[config.mk]
export PLATFORM = sky130hd
export DESIGN_NAME = dmem_ctrl
export DESIGN_NICKNAME = d
export VERILOG_FILES = /design/src/rtl/dmem_ctrl.sv
export SDC_FILE = /design/constraint.sdc
export NUM_CORES = 2
export LEC_CHECK = 0
export CORE_MARGIN = 2
export CORE_UTILIZATION = 45
export CTS_CLUSTER_SIZE = 14
export DETAILED_ROUTE_END_ITERATION = 10
export SYNTH_ARGS = -nofsm -noshare
export SYNTH_HDL_FRONTEND = slang
export SYNTH_SLANG_ARGS = --single-unit
[constraint.sdc]
create_clock -name clk -period 4.1 [get_ports clk]
set_input_delay 0.82 -clock clk [delete_from_list [all_inputs] [get_ports clk]]
set_output_delay 0.82 -clock clk [all_outputs]
set_load 0.03 [all_outputs]
[src/rtl/dmem_ctrl.sv]
// dmem_ctrl: data memory for the multicycle MIPS datapath.
// Handles byte/halfword/word stores through lane enables and sign- or
// zero-extended sub-word loads. Each access is a req/ack handshake with
// WAIT extra wait states, and misaligned accesses are flagged on err.
//
// Ports:
//   clk, reset          clock, synchronous active-high reset
//   req, we, size, uns  request and its attributes, sampled in IDLE only
//   addr, wd            byte address (wraps above bit AW+1), right-aligned store data
//   rd                  registered load result, held between acks
//   ack, err            one-cycle completion pulse, misalignment flag
//   busy                high whenever an access is in flight
//
// state  | meaning
// IDLE   | waiting for req, captures the request
// ACCESS | counting down wait states, commits the access when cnt reaches 0
// RESP   | ack (and err if misaligned) for one cycle
module dmem_ctrl #(
  parameter int DEPTH = 64,
  parameter int WAIT  = 0
) (
  input  logic        clk,
  input  logic        reset,
  input  logic        req,
  input  logic        we,
  input  logic [1:0]  size,
  input  logic        uns,
  input  logic [31:0] addr,
  input  logic [31:0] wd,
  output logic [31:0] rd,
  output logic        ack,
  output logic        err,
  output logic        busy
);

  localparam int AW = $clog2(DEPTH);
  localparam logic [3:0] WAIT_LD = 4'(WAIT);

  typedef enum logic [1:0] {IDLE, ACCESS, RESP} state_t;

  state_t          state;
  state_t          state_nxt;
  logic [3:0]      cnt;
  logic            we_q;
  logic [1:0]      size_q;
  logic            uns_q;
  logic [AW+1:0]   addr_q;
  logic [31:0]     wd_q;
  logic            mis_q;
  logic            mis_in;
  logic            commit;
  logic [31:0]     mem [DEPTH];
  logic [31:0]     word_q;
  logic [7:0]      byte_sel;
  logic [15:0]     half_sel;
  logic [31:0]     load_val;
  logic [3:0]      be;
  logic [31:0]     wdata;

  // High address bits are deliberately ignored so the address wraps.
  logic unused_addr;
  assign unused_addr = ^addr[31:AW+2];

  always_comb begin
    mis_in = (size == 2'b11)
           || (size == 2'b01 && addr[0])
           || (size == 2'b10 && addr[1:0] != 2'b00);
  end

  assign commit = (state == ACCESS) && (cnt == 4'd0);

  // state register
  always_ff @(posedge clk) begin
    if (reset) state <= IDLE;
    else       state <= state_nxt;
  end

  // next state
  always_comb begin
    state_nxt = state;
    case (state)
      IDLE:    if (req) state_nxt = ACCESS;
      ACCESS:  if (cnt == 4'd0) state_nxt = RESP;
      RESP:    state_nxt = IDLE;
      default: state_nxt = IDLE;
    endcase
  end

  // outputs
  always_comb begin
    ack  = (state == RESP);
    err  = (state == RESP) && mis_q;
    busy = (state != IDLE);
  end

  // request capture, wait-state down-counter and load result
  always_ff @(posedge clk) begin
    if (reset) begin
      cnt    <= '0;
      we_q   <= 1'b0;
      size_q <= '0;
      uns_q  <= 1'b0;
      addr_q <= '0;
      wd_q   <= '0;
      mis_q  <= 1'b0;
      rd     <= '0;
    end else begin
      if (state == IDLE && req) begin
        we_q   <= we;
        size_q <= size;
        uns_q  <= uns;
        addr_q <= addr[AW+1:0];
        wd_q   <= wd;
        mis_q  <= mis_in;
        cnt    <= WAIT_LD;
      end else if (state == ACCESS && cnt != 4'd0) begin
        cnt <= cnt - 4'd1;
      end
      if (commit) rd <= load_val;
    end
  end

  assign word_q   = mem[addr_q[AW+1:2]];
  assign byte_sel = word_q[{addr_q[1:0], 3'b000} +: 8];
  assign half_sel = addr_q[1] ? word_q[31:16] : word_q[15:0];

  // Stores and misaligned accesses return zero.
  always_comb begin
    load_val = '0;
    if (!we_q && !mis_q) begin
      case (size_q)
        2'b00:   load_val = {{24{~uns_q & byte_sel[7]}}, byte_sel};
        2'b01:   load_val = {{16{~uns_q & half_sel[15]}}, half_sel};
        2'b10:   load_val = word_q;
        default: load_val = '0;
      endcase
    end
  end

  // Sub-word data is replicated across lanes; be picks the lanes that land.
  always_comb begin
    be    = 4'b0000;
    wdata = wd_q;
    case (size_q)
      2'b00: begin
        be    = 4'b0001 << addr_q[1:0];
        wdata = {4{wd_q[7:0]}};
      end
      2'b01: begin
        be    = addr_q[1] ? 4'b1100 : 4'b0011;
        wdata = {2{wd_q[15:0]}};
      end
      2'b10:   be = 4'b1111;
      default: be = 4'b0000;
    endcase
  end

  always_ff @(posedge clk) begin
    if (!reset && commit && we_q && !mis_q) begin
      for (int i = 0; i < 4; i++) begin
        if (be[i]) mem[addr_q[AW+1:2]][8*i +: 8] <= wdata[8*i +: 8];
      end
    end
  end

endmodule

# Yosys cells after proc, flatten, opt, wreduce, memory -nomap -nowiden
# Memory sizes are Yosys's and may differ from the RTL's. A register that Yosys moved wholly into a read port is not among the register bits.
# Cells that the tools add are included.
[totals]
register_bits = 83
ram_bits = 2048
input_bits = 71
out_inout_bits = 35
wordCells = 71
mem_count = 1
[op_classes]
addsub = 1
eq_ne = 9
shift = 2
mux = 23
bitwise = 3
reduce_logical = 23
[mem_list]
columns = ["memory", "words", "word_bits", "rd", "rd_ports_with_merged_regs", "write_ports", "line_no", "text"]
rows = [
  ["mem", 64, 32, 1, 1, 1, "52", "logic [31:0] mem [DEPTH];"],
]
[op_table]
columns = ["cell", "n"]
rows = [
  ["$pmux W32 S3", 1],
  ["$pmux W32 S2", 1],
  ["$mux W32", 1],
  ["$shiftx A32 B6 Y8", 1],
  ["$mux W16", 1],
  ["$mux W1", 12],
  ["$mux W6", 2],
  ["$pmux W4 S3", 1],
  ["$logic_and A1 B1 Y1", 10],
  ["$eq A2 B2 Y1 const B", 4],
  ["$eq A2 B1 Y1 const B", 3],
  ["$logic_not A2 Y1", 2],
  ["$logic_not A4 Y1", 1],
  ["$mux W2", 2],
  ["$mux W4", 1],
  ["$pmux W2 S2", 1],
  ["$reduce_bool A2 Y1", 2],
  ["$reduce_bool A4 Y1", 1],
  ["$shl A1 B2 Y4 const A", 1],
  ["$sub A4 B1 Y4 const B", 1],
  ["$logic_not A1 Y1", 3],
  ["$and A1 B1 Y1", 2],
  ["$logic_or A1 B1 Y1", 2],
  ["$ne A2 B1 Y1 const B", 1],
  ["other kinds (4)", 4],
]

# Depth between registers and ports, before layout
[depth]
word_depth = 7
depth_mapped = 13
depth_no_buf = 9

# Worst setup path before layout
# No wires, ideal clock.
[synth_path]
path_type = "register -> register"
startpoint = "register wd_q[0]"
endpoint = "memory mem[0][24], data pin"
setup_ns = 0.702
arrival_time_ns = 3.828
required_time_ns = 3.398
slack_ns = -0.430
path_stages_with_launch = 3
path_buffers = 0
synth_period_minus_slack_ns = 4.530
cell_sequence = "dfxtp_1 mux2i_1 o21ai_0"
[synth_via]
elab_chain_cells = 1
[synth_lines]
columns = ["element", "line_no", "text"]
rows = [
  ["start, declared", "48", "logic [31:0] wd_q;"],
  ["start signal, assigned", "113", "wd_q <= wd;"],
  ["$pmux W32 S2", "144", "case (size_q)"],
  ["named net wdata[24]", "58", "logic [31:0] wdata;"],
  ["end, declared", "52", ""],
]
# The timed path passes the listed nets, and every way through them passes these cells.

# Final worst setup path
[layout_path]
startpoint = "register cnt[0]"
endpoint = "memory mem[13][27], enable pin"
[layout_via]
elab_chain_cells = 7
[layout_lines]
columns = ["element", "line_no", "text"]
rows = [
  ["start, declared", "43", "logic [3:0] cnt;"],
  ["start signal, assigned", "117", "cnt <= cnt - 4'd1;"],
  ["$logic_not A4 Y1", "70", "assign commit = (state == ACCESS) && (cnt == 4'd0);"],
  ["$logic_and A1 B1 Y1", "70", ""],
  ["$logic_and A1 B1 Y1 (3 in a row)", "159", "if (!reset && commit && we_q && !mis_q) begin"],
  ["$mux W1", "159", ""],
  ["$mux W1 (implied by the code)", "161", "if (be[i]) mem[addr_q[AW+1:2]][8*i +: 8] <= wdata[8*i +: 8];"],
]
# Every way passes these cells.

==> results.sh <==
export IMPL_yosys_area_top_type_share_pct=73.7
export IMPL_regArea_um2=63300
export IMPL_layout_nets=4334
export IMPL_status="completed"
export IMPL_yosys_cell_count_top_type="edfxtp_1"
export IMPL_setup_viol=0
export IMPL_required_ns=4.57
export IMPL_netlist_area_um2=83400
export IMPL_die_y_um=435
export IMPL_fillers=14500
export IMPL_ios=106
export IMPL_grt_pass1_vias=41400
export IMPL_dpl_worst_slack_ns=0.277
export IMPL_period_minus_slack_ns=3.82
export IMPL_critPathCaptureType="register"
export IMPL_fin_cells=6929
export IMPL_wl_um=232000
export IMPL_startpoint_type="register"
export IMPL_grt_pass1_wl_um=322000
export IMPL_cts_root_buf="clkbuf_16"
export IMPL_max_slew_margin_pct=11.4
export IMPL_cts_tree="yes"
export IMPL_worst_pin_slew_ns=1.32
export IMPL_whs_ns=0.457
export IMPL_hold_class="reg -> reg"
export IMPL_grt_overflow=0
export IMPL_period_share_pct=93.2
export IMPL_endpoint="mem[13][27]"
export IMPL_syn_avg_cell_area_um2=20.9
export IMPL_crit_path_max_incr_delay_ns=0.90
export IMPL_fmax_ghz=0.262
export IMPL_insertion_delay_ns=0.87
export IMPL_clk_pin_slew_worst_paths_ns=0.06
export IMPL_cp_startpoint="cnt[0]"
export IMPL_track_usage_pct=24.8
export IMPL_dp_hpwl_um=155000
export IMPL_grt_max_degree=66
export IMPL_ys_ff_latch=2137
export IMPL_ys_top_cells_by_count="2048 x edfxtp_1, 568 x mux4_2, 307 x nor2_1"
export IMPL_antenna_found_initial=6
export IMPL_combPwrFrac_pct=6.8
export IMPL_cts_buffers_inserted=213
export IMPL_cts_resized=0
export IMPL_pwr_share_seq_pct=51.8
export IMPL_powerDensity_nw_per_um2=492
export IMPL_synthDistinctLibCells=68
export IMPL_critPathKind="reg -> reg"
export IMPL_drt_iter0_drc=5370
export IMPL_netSwitchingFraction_pct=22.5
export IMPL_ctsHtreeMaxLevel=4
export IMPL_setup_slack_ns=0.278
export IMPL_multi_input_area_um2=19000
export IMPL_drc=0
export IMPL_reg2reg_from="cnt[0]"
export IMPL_cts_buffer_depth=3
export IMPL_synth_area_top_cells="edfxtp_1 74%, mux4_2 15%, dfxtp_1 2.1%"
export IMPL_post_route_util_pct=51.6
export IMPL_dp_cells=6527
export IMPL_ys_seq_area_share_pct=75.8
export IMPL_wire_per_inst_um=33.5
export IMPL_yosys_warnings=0
export IMPL_dr_total_vias=41700
export IMPL_async_flop_share_pct=0
export IMPL_crit_chain="inv_1 -> ha_1 -> nor3b_1 -> nand2_1 -> nor4b_1 -> buf_4 -> and2_0 -> o21ai_4 -> buf_12 -> nor2_1"
export IMPL_finClkSkew_ns=0.0449
export IMPL_rsz0062_at_grt="false"
export IMPL_area_growth_pct=14.2
export IMPL_drive_gt1_share_pct=26.2
export IMPL_reg2regPathDepth=10
export IMPL_synth_flop_cell="edfxtp_1"
export IMPL_pwr_share_clk_pct=41.4
export IMPL_syn_instance_count=3992
export IMPL_synth_edf_count=2048
export IMPL_worstPathMaxFanout=50
export IMPL_cp_data_arrival_time_ns=4.29
export IMPL_die_area_um2=189000
export IMPL_maxCapViolCount=0
export IMPL_r2r_slack_ns=0.28
export IMPL_ir_drop_uv=432
export IMPL_yosys_area_top_type="edfxtp_1"
export IMPL_coreArea_um2=185000
export IMPL_p_leak_uw=0.0295
export IMPL_viasPerCell=6.01
export IMPL_maxSlewViolCount=0
export IMPL_port_buffers=81
export IMPL_power_switching_uw=10600
export IMPL_cts_setup_buffers=0
export IMPL_crit_slowest_cell="nor2_1"
export IMPL_row_count=158
export IMPL_start_util_pct=45.1
export IMPL_rr_endpoint="mem[13][27]"
export IMPL_cts_sinks=2137
export IMPL_drt_pre_antenna_iters=8
export IMPL_p_int_uw=36400
export IMPL_setup_tns_ns=0
export IMPL_syn_num_nets=4064
export IMPL_hold_violations=0
export IMPL_die_x_um=435
export IMPL_place_congestion=0.940
export IMPL_postRouteAntennaNets=0
export IMPL_cts_hold_buf=0
-- metrics by stage --
| step | instance area (um^2) | power, uW |
|---|---|---|
| finish | 95300 | 46900 |
| floorplan | 83400 | 26500 |
| CTS | 95300 | 47200 |
| global placement | 88300 | 27900 |
| detailed placement | 88300 | 28000 |
| global route | 95300 | 48200 |
-- placed cells by master (no fill, tap or decap), drive strengths merged, types with 5 or more instances in the layout --
master,n
diode,5
nor2,307
a22o,12
o31a,9
a32oi,8
nor2b,14
buf,211
clkbuf,278
a221oi,15
o22ai,28
mux2i,45
nor4,7
nor3b,8
o21ai,28
nand2b,10
mux4,590
and2,10
a31oi,8
nor3,9
nand2,270
edfxtp,2048
clkinv,91
a2111oi,5
a21oi,65
o22a,6
a22oi,10
mux2,24
dfxtp,89
bufinv,17
inv,11
clkinvlp,8
clkdlybuf4s50,80
and3,8
a311oi,8
o211ai,5
o221ai,20
nand3,27
nand4,8
-- power by group through the flow --
stage | sequential [uW] | combinational [uW] | clock, uW
CTS | 24300 | 3200 | 19600
finish | 24300 | 3210 | 19400
global route | 24300 | 3350 | 20500
detailed placement | 24800 | 3200 | 0
floorplan | 24700 | 1800 | 0
global placement | 24800 | 3160 | 0
-- flip-flops by register name, indices dropped and copies added, names as in the netlist, 2 cells and up, named ones only --
| register | cells |
|---|---|
| addr_q | 8 |
| cnt | 4 |
| mem | 2048 |
| rd | 32 |
| size_q | 2 |
| state | 2 |
| wd_q | 32 |
-- metal layers --
metal,global-route usage [%],part of all wire (%),vias to the layer above
met5,0,0.0056,-
met4,9.88,4.3,2
met3,6.45,8.8,436
met2,40.2,49,1834
met1,32.0,38,22300
li1,-,-,17100
-- final cells by class --
cell class	count	share of cell area (%)
antenna	5	0.0131
clock buffer	278	6.04
clock inverter	119	1.32
inverter	8	0.0394
multi-input combinational	1611	19.9
sequential	2137	66.4
tap	2480	3.25
timing repair buffer	291	3.01
-- kinds of logic after synthesis --
family          count (synthesis)  share of synthesized area [%]
compound gates                250                           2.15
xor+xnor                        3                         0.0315
buf+inv                       244                           1.58
fa+ha+maj                       1                         0.0150
mux                           659                           16.9
flops                        2137                           75.8
simple gates                  698                           3.50
-- how the worst min path moves through the flow --
stage                          end  startpoint  slack, ns  depth (start not counted)
after floorplan           wd_q[16]    wd_q[16]       0.43                          2
after global placement    wd_q[23]    wd_q[23]       0.45                          2
after detailed placement  wd_q[23]    wd_q[23]       0.45                          2
after CTS                  wd_q[2]       wd[2]       0.46                          3
after global routing      wd_q[28]    wd_q[28]       0.48                          2
final                     wd_q[21]    wd_q[21]       0.46                          2
-- worst max-delay path, delay by kind of cell (launching register included) --
family	cells	cell delay (ns)
flops	1	0.33
buf+inv	3	0.57
simple gates	5	2.05
compound gates	1	0.27
fa+ha+maj	1	0.16
Power figures use the tool's default switching activity.
